===== src/rtl/bit_serial_multiplier_pkg.sv =====
// Shared definitions for the LSB-first serial-serial two's-complement multiplier.
//   K_DEFAULT  : default serial word length (2N+1 holds an exact N x N signed product)
//   edge_e     : what a clock edge does, derived from first_bit/last_bit
//   acc_width  : accumulator width for a given word length
//   prod_mod   : reference product modulo 2^k, intended for checking only
package bit_serial_multiplier_pkg;

  localparam int unsigned K_DEFAULT = 7;

  typedef enum logic [1:0] {
    EDGE_IDLE  = 2'd0,
    EDGE_START = 2'd1,
    EDGE_RUN   = 2'd2
  } edge_e;

  function automatic int unsigned acc_width(input int unsigned k);
    return k + 1;
  endfunction

  function automatic logic [63:0] prod_mod(input longint a, input longint b,
                                           input int unsigned k);
    longint r;
    r = a * b;
    return 64'(r) & ((64'd1 << k) - 64'd1);
  endfunction

endpackage


===== src/rtl/bit_serial_multiplier.sv =====
// LSB-first serial-serial two's-complement multiplier.
// One bit of x and y enters per clock; one product bit leaves per clock on p.
// Product bits 0..K-1 equal (x*y) mod 2^K.
// Ports:
//   clk        rising-edge clock
//   aresetn    synchronous active-low reset
//   x, y       operand bits, LSB first, sign-extended to K bits by the source
//   first_bit  marks bit 0 of a word (starts a new word, overrides last_bit)
//   last_bit   high = idle (state held, p forced 0); low = word in progress
//   p          registered product bit
module bit_serial_multiplier
  import bit_serial_multiplier_pkg::*;
#(
  parameter int unsigned K = K_DEFAULT
) (
  input  logic clk,
  input  logic aresetn,
  input  logic x,
  input  logic y,
  input  logic first_bit,
  input  logic last_bit,
  output logic p
);

  localparam int unsigned AW = acc_width(K);

  logic [K-1:0]  x_q, x_d;
  logic [K-1:0]  y_q, y_d;
  logic [AW-1:0] a_q, a_d;
  logic [K-1:0]  pos_q, pos_d;
  logic          p_q, p_d;

  edge_e         edge_kind;
  logic          run;
  logic [K-1:0]  term_x;
  logic [K-1:0]  term_y;
  logic [AW-1:0] sum;

  always_comb begin
    if (first_bit)      edge_kind = EDGE_START;
    else if (!last_bit) edge_kind = EDGE_RUN;
    else                edge_kind = EDGE_IDLE;
  end

  always_comb begin
    x_d    = x_q;
    y_d    = y_q;
    a_d    = a_q;
    pos_d  = pos_q;
    p_d    = 1'b0;
    run    = |pos_q;
    term_x = '0;
    term_y = '0;
    sum    = '0;

    unique case (edge_kind)
      EDGE_START: begin
        x_d      = '0;
        x_d[0]   = x;
        y_d      = '0;
        y_d[0]   = y;
        p_d      = x & y;
        // (x&y)>>1 is always zero
        a_d      = '0;
        pos_d    = '0;
        pos_d[1] = 1'b1;
      end
      EDGE_RUN: begin
        // Frame shifts by one each edge, so bit j of the sum carries weight 2^(i+j).
        // x_i pairs with earlier y bits plus y_i itself (at pos), y_i with earlier x bits.
        // Once pos has run off the top both terms vanish and A just drains out.
        term_x = (x && run) ? (y_q | (y ? pos_q : '0)) : '0;
        term_y = (y && run) ? x_q : '0;
        sum    = a_q + AW'(term_x) + AW'(term_y);
        p_d    = sum[0];
        a_d    = sum >> 1;
        x_d    = x_q | (x ? pos_q : '0);
        y_d    = y_q | (y ? pos_q : '0);
        pos_d  = pos_q << 1;
      end
      default: begin
        p_d = 1'b0;
      end
    endcase
  end

  always_ff @(posedge clk) begin
    if (!aresetn) begin
      x_q   <= '0;
      y_q   <= '0;
      a_q   <= '0;
      pos_q <= '0;
      p_q   <= 1'b0;
    end else begin
      x_q   <= x_d;
      y_q   <= y_d;
      a_q   <= a_d;
      pos_q <= pos_d;
      p_q   <= p_d;
    end
  end

  assign p = p_q;

endmodule


===== config.mk =====
export PLATFORM = sky130hd
export DESIGN_NAME = bit_serial_multiplier
export DESIGN_NICKNAME = d
export VERILOG_FILES = /design/src/rtl/bit_serial_multiplier_pkg.sv /design/src/rtl/bit_serial_multiplier.sv
export SDC_FILE = /design/constraint.sdc
export NUM_CORES = 1
export LEC_CHECK = 0
export CAP_MARGIN = 30
export CORE_MARGIN = 3
export CORE_UTILIZATION = 40
export DETAILED_ROUTE_END_ITERATION = 8
export GPL_TIMING_DRIVEN = 0
export HOLD_SLACK_MARGIN = 0.12
export PLACE_DENSITY = 0.54
export SETUP_SLACK_MARGIN = 0.2
export SLEW_MARGIN = 20
export SYNTH_ARGS = -nofsm -noshare
export SYNTH_HDL_FRONTEND = slang
export SYNTH_SLANG_ARGS = --single-unit

===== constraint.sdc =====
create_clock -name clk -period 4 [get_ports clk]
set_input_delay 1 -clock clk [delete_from_list [all_inputs] [get_ports clk]]
set_output_delay 1 -clock clk [all_outputs]
set_load 0.1 [all_outputs]

==> results.ini <==
[synthesis]
synth_cell_types=33
async_flop_share_pct=0
netlist_instances=166
synth-edff-count=0
synth_mux_area_share_pct=2.72
synth_area_leaders=dfxtp_1 (38%), fa_1 (11%), a21oi_1 (9.9%)
yosys_most_used_dff=dfxtp_1
yosysTopAreaCellShare_pct=38.1
synth-xor-area-share_pct=1.78
ys_seq_area_share_pct=38.1
synth_most_common_cell=a21oi_1
syn_nets=186
synth_top_family_by_area=simple AND/OR/NAND/NOR gates
synth_fa_ha_area_share_pct=16.0
synth_compound_gate_area_share_pct=14.9
syn_area_um2=1470
yosys_warnings=0
yosys.area_share.simple_pct=22.6
synth_seq_cells=28
synth_common_cells=a21oi_1 (29), dfxtp_1 (28), nor2_1 (28)
synth_area_leader_cell=dfxtp_1
syn_area_per_cell_um2=8.87

[floorplan]
dieArea_um2=4450
die_w_um=66.7
die_h_um=66.7
initial_utilization_pct=42.8
rows=21
ios=7
core_um2=3440

[critical_path]
timing.rr.start=pos_q[3]
worst_setup_path_end_kind=flop
start_kind=input port
path_class=in -> reg
path_buf_inv=3
cp.required_ps=4200
critPathSlowestCell=clkdlybuf4s50_1
cpMostUsedCell=fa_1
r2r_slack_ps=770
rr_worst_depth=13
crit_family=adder cells
cpPeakStageDelay_ps=510
worstSetupPathDepth=13
cp_max_fo=10
arrival_ps=3860
worst_r2r_endpoint=a_q[6]
crit_chain=clkdlybuf4s50_1, clkbuf_4, a21oi_1, nor2_2, fa_1, ha_1, inv_1, fa_1, nor2b_4, or2_1, a221o_1, xor2_1, o31ai_2

[timing]
timing_hold_violations_final=0
fin_crit_ps=3650
fin_skew_ps=6.46
slew_headroom_pct=35.3
grt_setup_unrepaired=false
hold_ws_ps=480
fin_crit_sh_pct=91.3
max_freq_mhz=274
worst_slew_pin_slew_ps=968
final_max_slew_viol_count=0
finalSetupViolCount=0

[global_routing]
grt_pass1_vias=1216
track_usage_pct=16.7
grt_max_degree=16
gr-total-overflow=0
grt_pass1_wl_mm=5.64
antenna_found_initial=0

[placed_design]
place_congestion=0.722
io_buffers=4
dp_cells=216
dpl.hpwl_mm=2.42

[finish]
syn_to_final_growth_pct=10.9
drive_gt1_share_pct=8.62
antenna_cells=0
instances_no_fill=220
fin_nets=195

[routing]
routedWlPerCell_um=14.3
drt_wl_total_mm=3.14
first_pass_iters=4
drtAntennaViolNets=0
drc=0
vias_per_cell=5.08
first_iter_violations=30
via_count=1117

[clock_network]
htree_levels=1
postCtsHoldBufs=0
cts_tree=done
clock_path_buffers=2
clockRootBuffer=clkbuf_8
path_clk_slew_ps=100
cts_buffers=3
clock_sinks=28
clock_latency_ps=270

[job]
drv_cap=0

[hold_path]
whs_path_depth=2
min-delay-start=x_q[6]
holdPathEnd=x_q[6]
worst_hold_path_type=reg -> reg

[pwr]
powerDensity_nw_per_um2=304
switching_share_pct=23.2
power_leakage_nw=0.679
p_comb_share_pct=7.6
ir_drop_mv=0.172
power.internal_uw=381
power_switching_uw=115
pwr-share-clk_pct=35.3
p_seq_share_pct=57.1

[outcome]
status=completed

-- per-layer routing --
metal  track usage [%]  up-vias  share of wire (%)
li1                  -      578                  -
met4              4.57        0               0.48
met5                 0        -                  0
met2              28.6       14                 47
met3              2.87        4                2.1
met1              21.6      521                 50
-- cell usage in the layout (no fill, tap or decap), types with 5 or more instances in the layout --
master	count
clkbuf_1	5
a21oi_1	29
nor2_1	27
fa_1	8
inv_1	6
and3_1	8
dfxtp_1	28
ha_1	6
nor2b_1	11
-- cell type report --
cell class                 instances  area (µm²)
clock buffer                       4        55.1
multi-input combinational        123         856
timing repair buffer               4        40.0
sequential                        28         561
buffer                             9        41.3
tap                               46        57.6
fill                             347        1810
inverter                           6        22.5
-- logic make-up after synthesis --
group | after synthesis
simple gates | 64
compound gates | 38
flops | 28
buf+inv | 15
fa+ha+maj | 14
mux | 4
xor+xnor | 3
-- what timing repair did --
item / 4_1_cts / 5_1_grt
setup endpoints to repair: 1 / 1
setup buffers: 0 / 0
gates resized for setup: 2 / 3
-- state kept, by name, summed over array words and instances, names as in the netlist --
register  flops
pos_q         6
p             1
a_q           7
y_q           7
x_q           7
-- per-stage QoR --
| stage | setup WS, ps | area, µm² | power (mW) | setup TNS [ps] | util [%] |
|---|---|---|---|---|---|
| 2_1_floorplan | 486 | 1470 | 0.313 | 0 | - |
| 3_3_place_gp | -131 | 1570 | 0.327 | -131 | 45.6 |
| 3_5_place_dp | -169 | 1570 | 0.327 | -200 | 45.6 |
| 4_1_cts | 269 | 1630 | 0.506 | 0 | 47.3 |
| 5_1_grt | 229 | 1630 | 0.520 | 0 | 47.4 |
| 6_report | 346 | 1630 | 0.496 | 0 | 47.4 |
-- worst min-delay path, delay by kind of cell, from the launching register on --
family	cells	cell delay, ps
compound gates	1	40
flops	1	340
simple gates	1	70
-- how the worst max path moves through the flow --
stage,start,to,slack [ps]
floorplan,x,a_q[6],490
global placement,y,a_q[6],-130
detailed placement,y,a_q[6],-170
CTS,y,a_q[6],270
global route,y,a_q[6],230
finish,y,a_q[6],350
-- power by group through the flow --
stage / clock network (mW) / logic [mW] / registers [mW]
3_3_place_gp: 0 / 0.0367 / 0.290
6_report: 0.175 / 0.0377 / 0.283
2_1_floorplan: 0 / 0.0213 / 0.292
5_1_grt: 0.195 / 0.0416 / 0.284
4_1_cts: 0.184 / 0.0377 / 0.283
3_5_place_dp: 0 / 0.0374 / 0.290
Note: power is estimated with default switching activity, not from simulation.
